[src/rtl/down_timer_pkg.sv]
// Shared constants and types for the down_timer peripheral: register map,
// CTRL field positions, mode encoding and FSM state encoding.
package down_timer_pkg;

  localparam logic [1:0] ADDR_CTRL   = 2'd0;
  localparam logic [1:0] ADDR_PRESET = 2'd1;
  localparam logic [1:0] ADDR_COUNT  = 2'd2;
  localparam logic [1:0] ADDR_RSVD   = 2'd3;

  localparam int CTRL_EN_BIT   = 0;
  localparam int CTRL_MODE_LSB = 1;
  localparam int CTRL_MODE_MSB = 2;
  localparam int CTRL_IM_BIT   = 3;

  // Only 01 reloads; 00 and 1x both behave as one-shot.
  localparam logic [1:0] MODE_AUTO = 2'b01;

  typedef enum logic [1:0] {
    ST_IDLE = 2'd0,
    ST_LOAD = 2'd1,
    ST_CNT  = 2'd2,
    ST_INT  = 2'd3
  } state_e;

  function automatic logic is_auto(input logic [1:0] mode);
    return (mode == MODE_AUTO);
  endfunction

endpackage

[src/rtl/down_timer_if.sv]
// Peripheral-bus bundle for down_timer: register write/read port plus interrupt.
interface down_timer_if #(
  parameter int WIDTH = 32
) ();

  logic             we;
  logic [1:0]       addr;
  logic [WIDTH-1:0] wdata;
  logic [WIDTH-1:0] rdata;
  logic             irq;

  modport master (
    output we,
    output addr,
    output wdata,
    input  rdata,
    input  irq
  );

  modport slave (
    input  we,
    input  addr,
    input  wdata,
    output rdata,
    output irq
  );

endinterface

[src/rtl/down_timer.sv]
// Programmable down-counting timer with one-shot / auto-reload modes.
// Interrupt logic (IM bit, pending flag, irq) is present only when DOWN_TIMER_IRQ_EN is defined.
module down_timer
  import down_timer_pkg::*;
#(
  parameter int WIDTH = 32
) (
  input  logic         clk,
  input  logic         rst_n,
  down_timer_if.slave  bus
);

  state_e           state_q, state_d;
  logic             en_q, en_d;
  logic [1:0]       mode_q, mode_d;
  logic [WIDTH-1:0] preset_q, preset_d;
  logic [WIDTH-1:0] count_q, count_d;
  logic             irq_q, irq_d;
  logic             im_s;
  logic             ctrl_wr_s;
  logic             preset_wr_s;
  logic [WIDTH-1:0] ctrl_rd_s;

`ifdef DOWN_TIMER_IRQ_EN
  logic             im_q, im_d;
  logic             pending_q, pending_d;
  logic             pend_set_s;
  logic             pend_clr_s;
  assign im_s = im_q;
`else
  assign im_s = 1'b0;
`endif

  assign ctrl_wr_s   = bus.we && (bus.addr == ADDR_CTRL);
  assign preset_wr_s = bus.we && (bus.addr == ADDR_PRESET);

  // FSM next state, counter datapath and register writes
  always_comb begin
    state_d  = state_q;
    en_d     = en_q;
    mode_d   = mode_q;
    preset_d = preset_q;
    count_d  = count_q;

    case (state_q)
      ST_IDLE: begin
        if (en_q) begin
          state_d = ST_LOAD;
        end else begin
          state_d = ST_IDLE;
        end
      end
      ST_LOAD: begin
        count_d = preset_q;
        state_d = ST_CNT;
      end
      ST_CNT: begin
        if (!en_q) begin
          state_d = ST_IDLE;
        end else if (count_q == '0) begin
          // One-shot drops EN on the edge that enters INT, so a CTRL write
          // landing on that same edge can override it below.
          state_d = ST_INT;
          if (!is_auto(mode_q)) begin
            en_d = 1'b0;
          end else begin
            en_d = en_q;
          end
        end else begin
          count_d = count_q - WIDTH'(1);
        end
      end
      ST_INT: begin
        if (is_auto(mode_q)) begin
          state_d = ST_LOAD;
        end else begin
          state_d = ST_IDLE;
        end
      end
      default: begin
        state_d = ST_IDLE;
      end
    endcase

    if (ctrl_wr_s) begin
      en_d   = bus.wdata[CTRL_EN_BIT];
      mode_d = bus.wdata[CTRL_MODE_MSB:CTRL_MODE_LSB];
    end else begin
      mode_d = mode_q;
    end

    if (preset_wr_s) begin
      preset_d = bus.wdata;
    end else begin
      preset_d = preset_q;
    end
  end

`ifdef DOWN_TIMER_IRQ_EN
  // Interrupt mask, sticky one-shot pending flag and irq next value
  always_comb begin
    pend_set_s = (state_q == ST_CNT) && en_q && (count_q == '0) && !is_auto(mode_q);
    pend_clr_s = ctrl_wr_s || preset_wr_s;

    if (ctrl_wr_s) begin
      im_d = bus.wdata[CTRL_IM_BIT];
    end else begin
      im_d = im_q;
    end

    if (pend_set_s) begin
      pending_d = 1'b1;
    end else if (pend_clr_s) begin
      pending_d = 1'b0;
    end else begin
      pending_d = pending_q;
    end

    irq_d = (pending_d && im_d) ||
            ((state_q == ST_INT) && is_auto(mode_q) && im_q);
  end
`else
  // Interrupt support compiled out
  always_comb begin
    irq_d = 1'b0;
  end
`endif

  // State and register update
  always_ff @(posedge clk or negedge rst_n) begin
    if (!rst_n) begin
      state_q   <= ST_IDLE;
      en_q      <= 1'b0;
      mode_q    <= 2'b00;
      preset_q  <= '0;
      count_q   <= '0;
      irq_q     <= 1'b0;
`ifdef DOWN_TIMER_IRQ_EN
      im_q      <= 1'b0;
      pending_q <= 1'b0;
`endif
    end else begin
      state_q   <= state_d;
      en_q      <= en_d;
      mode_q    <= mode_d;
      preset_q  <= preset_d;
      count_q   <= count_d;
      irq_q     <= irq_d;
`ifdef DOWN_TIMER_IRQ_EN
      im_q      <= im_d;
      pending_q <= pending_d;
`endif
    end
  end

  // CTRL readback image; unimplemented bits read 0
  always_comb begin
    ctrl_rd_s                              = '0;
    ctrl_rd_s[CTRL_EN_BIT]                 = en_q;
    ctrl_rd_s[CTRL_MODE_MSB:CTRL_MODE_LSB] = mode_q;
    ctrl_rd_s[CTRL_IM_BIT]                 = im_s;
  end

  // Combinational register read mux
  always_comb begin
    case (bus.addr)
      ADDR_CTRL:   bus.rdata = ctrl_rd_s;
      ADDR_PRESET: bus.rdata = preset_q;
      ADDR_COUNT:  bus.rdata = count_q;
      ADDR_RSVD:   bus.rdata = '0;
      default:     bus.rdata = '0;
    endcase
  end

  assign bus.irq = irq_q;

endmodule

[src/flat_wrapper.sv]
// flat-port wrapper written by rule: the top's interface ports become plain ports
module down_timer_flat import down_timer_pkg::*;
#(
  parameter int WIDTH = 32
)
  (clk, rst_n, bus_we, bus_addr, bus_wdata, bus_rdata, bus_irq);
  down_timer_if #(.WIDTH(WIDTH)) bus_i ();
  input  logic clk;
  input  logic rst_n;
  input wire logic [$bits(bus_i.we)-1:0] bus_we;
  input wire logic [$bits(bus_i.addr)-1:0] bus_addr;
  input wire logic [$bits(bus_i.wdata)-1:0] bus_wdata;
  output wire logic [$bits(bus_i.rdata)-1:0] bus_rdata;
  output wire logic [$bits(bus_i.irq)-1:0] bus_irq;
  assign bus_i.we = bus_we;
  assign bus_i.addr = bus_addr;
  assign bus_i.wdata = bus_wdata;
  assign bus_rdata = bus_i.rdata;
  assign bus_irq = bus_i.irq;
  down_timer #(.WIDTH(WIDTH)) u_core (.clk(clk), .rst_n(rst_n), .bus(bus_i));
endmodule
[config.mk]
export PLATFORM = sky130hd
export DESIGN_NAME = down_timer_flat
export DESIGN_NICKNAME = d
export VERILOG_FILES = /design/src/rtl/down_timer_pkg.sv /design/src/rtl/down_timer_if.sv /design/src/rtl/down_timer.sv /design/src/flat_wrapper.sv
export SDC_FILE = /design/constraint.sdc
export NUM_CORES = 1
export LEC_CHECK = 0
export CORE_MARGIN = 8
export CORE_UTILIZATION = 48
export DETAILED_ROUTE_END_ITERATION = 10
export GPL_ROUTABILITY_DRIVEN = 0
export GPL_TIMING_DRIVEN = 0
export PLACE_DENSITY = 0.76
export SLEW_MARGIN = 20
export SYNTH_ARGS = -nofsm -noshare
export SYNTH_HDL_FRONTEND = slang
export SYNTH_SLANG_ARGS = --single-unit
[constraint.sdc]
create_clock -name clk -period 2.8 [get_ports clk]
set_input_delay 0.84 -clock clk [delete_from_list [all_inputs] [get_ports clk]]
set_output_delay 0.84 -clock clk [all_outputs]
set_load 0.005 [all_outputs]
Word-level counts from Yosys, hierarchy flattened. Cells that the tools add are included.

Flip-flop bits (word level): 69. Input port bits: 37. Output and inout port bits: 33.

Add/subtract/negate cells: 1. Eq/ne operators: 10. Multiplexer cells: 14. Reductions and logical operators: 8.

Operators by type and width (number): $pmux 32 s4 (1); $mux 32 (2); $pmux 32 s2 (1); $logic_not 32->1 (1); $sub 32x1->32 const B (1); $eq 2x2->1 const B (4); $pmux 2 s4 (1); $mux 1 (7); $eq 2x1->1 const B (3); $logic_not 2->1 (2); $mux 2 (2); $reduce_bool 2->1 (2); $ne 3x3->1 const B (1); $reduce_and 3->1 (1); $logic_and 1x1->1 (2); $ne 2x1->1 const B (1); $ne 2x2->1 const B (1).

Depth between registers and ports, before layout. Gate-level depths: netlist (run 1).

Word-level depth: 6. Depth in mapped cells: 9.

Worst setup path after synthesis (run 1). Ideal clock, no wire load.

Kind: input port to output port. Start point: input port bus_addr[1]. End point: output port bus_rdata[10]. Data arrival time: 2.023 ns. Data required time: 1.960 ns. Setup slack: -0.063 ns. Cell stages on the path: 5. Path buffers: 3. Cell sequence: clkbuf_1 -> nor2b_1 -> clkbuf_1 -> buf_1 -> a22o_1.

Longest elaborated chain between the ends: 2.

RTL lines: start: declaration (line flat_wrapper.sv:11) `input wire logic [$bits(bus_i.addr)-1:0] bus_addr;`; $eq 2x2->1 (tied with other cells) (line down_timer.sv:166) `case (bus.addr)`; $pmux 32 s4 * (line down_timer.sv:166); end: declaration (line flat_wrapper.sv:13) `output wire logic [$bits(bus_i.rdata)-1:0] bus_rdata;`.

Mark *: on every way between the ends. The rest lies on a longest branch, timed or not.

Worst setup path after layout (run 1).
Start point: input port bus_addr[0]. End point: output port bus_rdata[24].

Same word-level chain as after synthesis.

==> results of run 1 <==
-- per-layer routing --
metal  GRT usage (%)  share of wire, %
met1            27.4                39
met2            35.7                46
met3            5.99                10
met4            15.5               4.6
met5               0                 0
-- cell type report --
type	count	area, sq um
sequential	69	1730
timing repair buffer	75	669
buffer	30	240
multi-input combinational	295	2160
inverter	8	30.0
clock buffer	12	155
fill	677	2990
clock inverter	4	70.1
tap	105	131
-- power breakdown --
group	internal (uW)	switching, uW
logic	884	1270
registers	1350	424
clock network	548	389
-- Yosys cell counts, types with 7 or more instances --
cell type,instances
nor2_1,32
o21ai_0,14
dfrtp_1,69
nand3_1,13
nand2_1,29
nor3_1,13
o211ai_1,7
inv_1,8
a22o_1,29
a31oi_1,8
mux2_2,34
clkbuf_1,17
-- through the flow --
step	setup TNS, ns	setup WS [ns]	instance area, sq um	power [uW]	std cells
3_5_place_dp	-41.93	-1.25	4860	3910	575
3_3_place_gp	-144.74	-1.51	4840	3830	574
5_1_grt	0	0.000257	5190	5150	598
4_1_cts	-0.0301	-0.0189	5210	4810	598
6_report	0	0.0394	5190	4860	598
2_1_floorplan	0	0.0416	4040	3090	402
-- state kept, by name, indices dropped and copies added, names as in the netlist --
register	flops
u_core.count_q	32
u_core.state_q	2
u_core.preset_q	32
u_core.mode_q	2
u_core.en_q	1
-- what timing repair did --
action	4_1_cts	5_1_grt
hold buffers	0	0
resized for setup	83	8
pin swaps	0	1
endpoints found under the setup margin	32	15
setup buffers	7	0
-- how the worst min path moves through the flow --
| stage | start | to | slack (ns) |
|---|---|---|---|
| 2_1_floorplan | u_core.preset_q[4]$_DFFE_PN0P_ | u_core.count_q[4]$_DFFE_PN0P_ | 0.47 |
| 3_3_place_gp | u_core.preset_q[25]$_DFFE_PN0P_ | u_core.count_q[25]$_DFFE_PN0P_ | 0.51 |
| 3_5_place_dp | u_core.preset_q[5]$_DFFE_PN0P_ | u_core.count_q[5]$_DFFE_PN0P_ | 0.51 |
| 4_1_cts | rst_n | u_core.preset_q[28]$_DFFE_PN0P_ | 0.43 |
| 5_1_grt | rst_n | u_core.count_q[28]$_DFFE_PN0P_ | 0.45 |
| 6_report | rst_n | u_core.preset_q[28]$_DFFE_PN0P_ | 0.42 |
-- logic make-up (layout without fill, tap and decap cells) --
kind of cell	count (synthesis)	in the layout
adders and majority gates	4	4
AOI/OAI and AO/OA	111	111
buffers and inverters	38	129
other	1	1
and+or+nand+nor	140	140
muxes	39	39
DFF	69	69
==> results.md, run 1 <==
- Post-synthesis net count: 443
- Clock Sinks: 69
- Worst-skew pair later-pin latency: between 0.3 and 0.4 ns
- Nets: 529
- Crit-path max cell delay: 0.26 ns
- PortBufs: 67
- Fin crit share: a little under 100%
- Slew Limit Headroom: 43.1%
- Num CTS Buffers: 9
- Largest net degree at the start of global routing: 37
- Row count: 33
- Dominant cell type by area after synthesis: dfrtp_1
- Asr flop ratio synth: between 90% and 100%
- Final Setup Violations: 0
- Post-DRT Antenna Nets: 0
- Synth cell types: 71
- Largest family of logic cells by synthesized area: compound AO/OA/AOI/OAI gates
- Diode count: 0
- Clk buf depth: 2
- Leakage: 0.00214 uW
- Register area share after synthesis: between 40% and 50%
- Simple-gate share of the synthesized area: 20.0%
- Worst Setup Start Kind: input pin
- Worst reg2reg path depth: 8
- Stages on worst setup path: 6
- Flops & latches, synth: 69
- Tmin final: 2.76 ns
- Post-Syn Instances: 402
- Hold WC Path Type: in2async
- Synthesized area per cell: 10.0 sq um
- Die area: 0.0116 sq mm
- Tightest Pin Transition: 0.849 ns
- Initial antenna violation count: 0
- Multiplexer area fraction after synthesis: roughly 11%
- Critical path arrival: 1.92 ns
- Routed WL per cell: 21.3 um
- Root Buffer: clkbuf_8
- Most frequent cells in the layout: dfrtp_1, mux2_2, clkdlybuf4s50_1, nor2_1
- Fraction of layout instances using a drive strength above 1: about 22%
- Delay-heaviest family, CP: buffers and inverters
- Worst r2r dst: u_core.count_q[0]$_DFFE_PN0P_
- Number of H-tree levels: 3
- GRT Overall Usage: a little under a quarter
- Yosys top cell area share: 42.8%
- Vert. Die Dim: between 100 and 150 um
- Final global-route overflow total: 0
- CP max FO: 10
- Worst Path Buf+Inv: 4
- Worst path slowest cell: dlygate4sd2_1
- Initial Utilization: 49.4%
- Crit path required time: between 1.5 and 2 ns
- TritonRoute pass-1 iters: 5
- Adder-cell share of the synthesized area: 1.24%
- Width of the die: 108 um
- Mapped Area: between 0.004 and 0.005 sq mm
- Fmax: between 300 and 400 MHz
- Setup crit start: bus_addr[0]
- Compound-Gate Fraction of Synth Area: roughly a fifth
- DR vias: 3879
- Worst R2R Setup Slack: 0.14 ns
- Ys Warns: 0
- RSZ-0062 raised after global routing: false
- Wirelength, routed: 12800 um
- Placed wire-length estimate: 8860 um
- Vias in the first global route: 4059
- Final hold violations: 0
- Layout area overhead: 28.5%
- Most common library cell in the layout ignoring fill and taps: dfrtp_1
- I/O pins: 70
- Final Core Density: 63.5%
- Setup CP Type: in2out
- Post-DR vias/cell: 6.49
- Global-route wire length before repair: 20900 um
- Synth Area in XOR/XNOR: 0%
- Top_reg_cell synth: dfrtp_1
- Number of synthesized flops with an enable pin: 0
- CTS clk-pin slew, worst paths: 0.07 ns
- Hold slack: between 0.4 and 0.5 ns
- Last element of the critical path: bus_rdata[24]
- Slew Viols, Final: 0
- Critical path capture point type: output port
- Residual DRC: 0
- Max Clock Skew: 0.00477 ns
- Status: completed
- Synth area leaders: dfrtp_1, mux2_2, a22o_1
- Worst path cell trace: buf_4 -> nor2b_2 -> clkbuf_8 -> clkbuf_16 -> a22o_1 -> dlygate4sd2_1
- FF-to-FF Start: u_core.count_q[0]$_DFFE_PN0P_
- Max Cap Violations: 0
- Maximum vdd drop: 0.390 mV
- CORE AREA: 0.00818 sq mm
- CTS tree: yes
- Pwr/cell area: 938 mW/mm^2
- Drt first-iter violations: 431
Power figures use the tool's default switching activity.
==> inputs of run 2 (changes only) <==
--- a/config.mk
+++ b/config.mk
@@ -10,6 +10,7 @@
 export DETAILED_ROUTE_END_ITERATION = 10
 export GPL_ROUTABILITY_DRIVEN = 0
 export GPL_TIMING_DRIVEN = 0
+export HOLD_SLACK_MARGIN = 0.06
 export PLACE_DENSITY = 0.76
 export SLEW_MARGIN = 20
 export SYNTH_ARGS = -nofsm -noshare
==> results of run 2 <==
Final layout, timing and power as in run 1 (identical DEF).
==> inputs of run 3 (changes only) <==
--- a/config.mk
+++ b/config.mk
@@ -6,12 +6,12 @@
 export NUM_CORES = 1
 export LEC_CHECK = 0
 export CORE_MARGIN = 8
-export CORE_UTILIZATION = 48
+export CORE_UTILIZATION = 53
 export DETAILED_ROUTE_END_ITERATION = 10
 export GPL_ROUTABILITY_DRIVEN = 0
 export GPL_TIMING_DRIVEN = 0
 export HOLD_SLACK_MARGIN = 0.06
-export PLACE_DENSITY = 0.76
+export PLACE_DENSITY = 0.8
 export SLEW_MARGIN = 20
 export SYNTH_ARGS = -nofsm -noshare
 export SYNTH_HDL_FRONTEND = slang
==> constraint.sdc (replaced) <==
create_clock -name clk -period 2.85 [get_ports clk]
set_input_delay 0.855 -clock clk [delete_from_list [all_inputs] [get_ports clk]]
set_output_delay 0.855 -clock clk [all_outputs]
set_load 0.005 [all_outputs]
==> results.md, run 3 (synthesis gave the netlist of run 1 again) <==
- Global-route wire length before repair: 20600 um
- I/O pins: 70
- Most common library cell in the layout ignoring fill and taps: dfrtp_1
- Die area: around 0.011 sq mm
- Comb power frac: between 40% and 50%
- Fraction of layout instances using a drive strength above 1: 20.8%
- Worst R2R Setup Slack: 0.06 ns
- Post-DR vias/cell: between 6 and 7
- Fmax: 358 MHz
- Placed wire-length estimate: ~8800 um
- Clock share of power: 18.9%
- Critical path arrival: 1.93 ns
- Clock Sinks: 69
- Slew Limit Headroom: 41.8%
- Number of H-tree levels: 3
- CORE AREA: 0.00757 sq mm
- Status: completed
- Flop pwr share: 36.5%
- Non-Filler Instances: approximately 600
- Maximum vdd drop: around 0.42 mV
- Max Cap Violations: 0
- Top cell by count, worst path: clkbuf_8
- Int Pwr: 2720 uW
- Post-DRT Antenna Nets: 0
- Initial Utilization: between 50% and 60%
- Max Clock Skew: 0.0130 ns
- Switching Share: 43.5%
- Crit-path max cell delay: 0.27 ns
- Tmin final: 2.79 ns
- TritonRoute pass-1 iters: 5
- Final Core Density: 68.8%
- Psw: 2090 uW
- Pwr/cell area: roughly 920 mW/mm^2
- GR Util met1: a little under a third
- Nets: 526
- Slew Viols, Final: 0
- RSZ-0062 raised after global routing: false
- Total power: approximately 4800 uW
- Fin crit share: between 90% and 100%
- Most frequent cells in the layout: dfrtp_1, mux2_2, clkdlybuf4s50_1, nor2_1
- GRT Overall Usage: 25.3%
- Setup CP Type: in2out
- Hold WC Path Type: in2async
- Met3 Use GR: 5.96%
- Worst path cell trace: clkbuf_8 -> nor2b_4 -> clkbuf_8 -> buf_8 -> a22o_1 -> dlygate4sd2_1
- Leakage: 0.00215 uW
- CP max FO: 10
- GRT Max-Usage Layer: met2
- Worst-skew pair later-pin latency: between 0.3 and 0.4 ns
- Vias in the first global route: 4048
- Drt first-iter violations: 509
- CTS clk-pin slew, worst paths: 0.08 ns
- Worst path slowest cell: dlygate4sd2_1
- CTS tree: yes
- Num CTS Buffers: 9
- Residual DRC: 0
- Row count: 32
- Final global-route overflow total: 0
- Layout area overhead: 29.0%
- DR vias: a little under 4000
- Largest net degree at the start of global routing: 46
- Placed instance count: roughly 570
- Root Buffer: clkbuf_8
- Initial antenna violation count: 0
- Fill count: around 590
- Worst Setup Start Kind: input pin
- Crit path required time: 2.00 ns
- Width of the die: around 100 um
- Tightest Pin Transition: 0.869 ns
- Global Route met2 Usage: 39.5%
- Final Setup Violations: 0
- Vert. Die Dim: 103 um
- Final hold violations: 0
- Wirelength, routed: 12900 um
- Diode count: 0
- Routed WL per cell: between 20 and 25 um
- Clk buf depth: 2
- Biggest registers after layout: u_core.count_q: 32 flops, u_core.preset_q: 32 flops
- PortBufs: 67
- Critical path capture point type: output port
## run 3: changes by cell type in the layout (fill, tap and decap cells not counted), sizes merged
cell / delta
buf: -6
clkbuf: -4
dlygate4sd2: +4
clkdlybuf4s15: +1
clkinv: +1
clkinvlp: +1
## run 3: area by class of cell
type,count,area (sq um),share of cell area (%)
Buffer,30,248,4.76
Timing Repair Buffer,72,683,13.1
Multi-Input combinational cell,295,2170,41.7
Sequential cell,69,1730,33.1
Tap cell,102,128,2.45
Clock buffer,10,138,2.64
Clock inverter,6,86.3,1.66
Inverter,8,30.0,0.577
## run 3: path summary, 6_finish.rpt
kind | start | end | cells after the start
max | bus_addr[1] | bus_rdata[29] | 6
min | rst_n | u_core.en_q$_DFFE_PN0P_ | 1
max in group asynchronous | rst_n | u_core.count_q[9]$_DFFE_PN0P_ | 2
min reg2reg | u_core.preset_q[16]$_DFFE_PN0P_ | u_core.count_q[16]$_DFFE_PN0P_ | 2
min in group clk | u_core.preset_q[16]$_DFFE_PN0P_ | u_core.count_q[16]$_DFFE_PN0P_ | 2
max reg2reg | u_core.count_q[0]$_DFFE_PN0P_ | u_core.count_q[0]$_DFFE_PN0P_ | 8
## run 3: per-layer routing
layer | up-vias | wire (um)
met4 | 0 | 520
met5 | - | 0
met2 | 266 | 6000
met3 | 70 | 1340
met1 | 1895 | 4990
li1 | 1714 | -
## run 3: critical path, delay by kind of cell
kind / cells / cell delay (ns)
compound gates: 1 / 0.24
simple gates: 1 / 0.13
buf+inv: 4 / 0.70
## run 3: stage by stage
stage / worst slack, ns / hold slack [ns] / cell area [sq um] / setup TNS [ns]
finish: 0.0603 / 0.403 / 5210 / 0
global route: 0.00418 / 0.421 / 5210 / 0
CTS: 0.000281 / 0.407 / 5220 / 0
detailed placement: -1.16 / 0.520 / 4860 / -37.78
global placement: -1.45 / 0.509 / 4840 / -136.64
floorplan: 0.0616 / 0.466 / 4040 / 0
## run 3: what timing repair did
action	4_1_cts	5_1_grt
resized for setup	71	8
hold buffers	0	0
buffers inserted	4	0
setup endpoints to repair	32	7
## run 3: power groups by stage
stage / Sequential, uW / Clock, uW / Combinational [uW]
detailed placement: 1750 / 0 / 2100
global route: 1800 / 957 / 2300
floorplan: 1620 / 0 / 1420
CTS: 1730 / 915 / 2080
global placement: 1710 / 0 / 2030
finish: 1750 / 906 / 2150
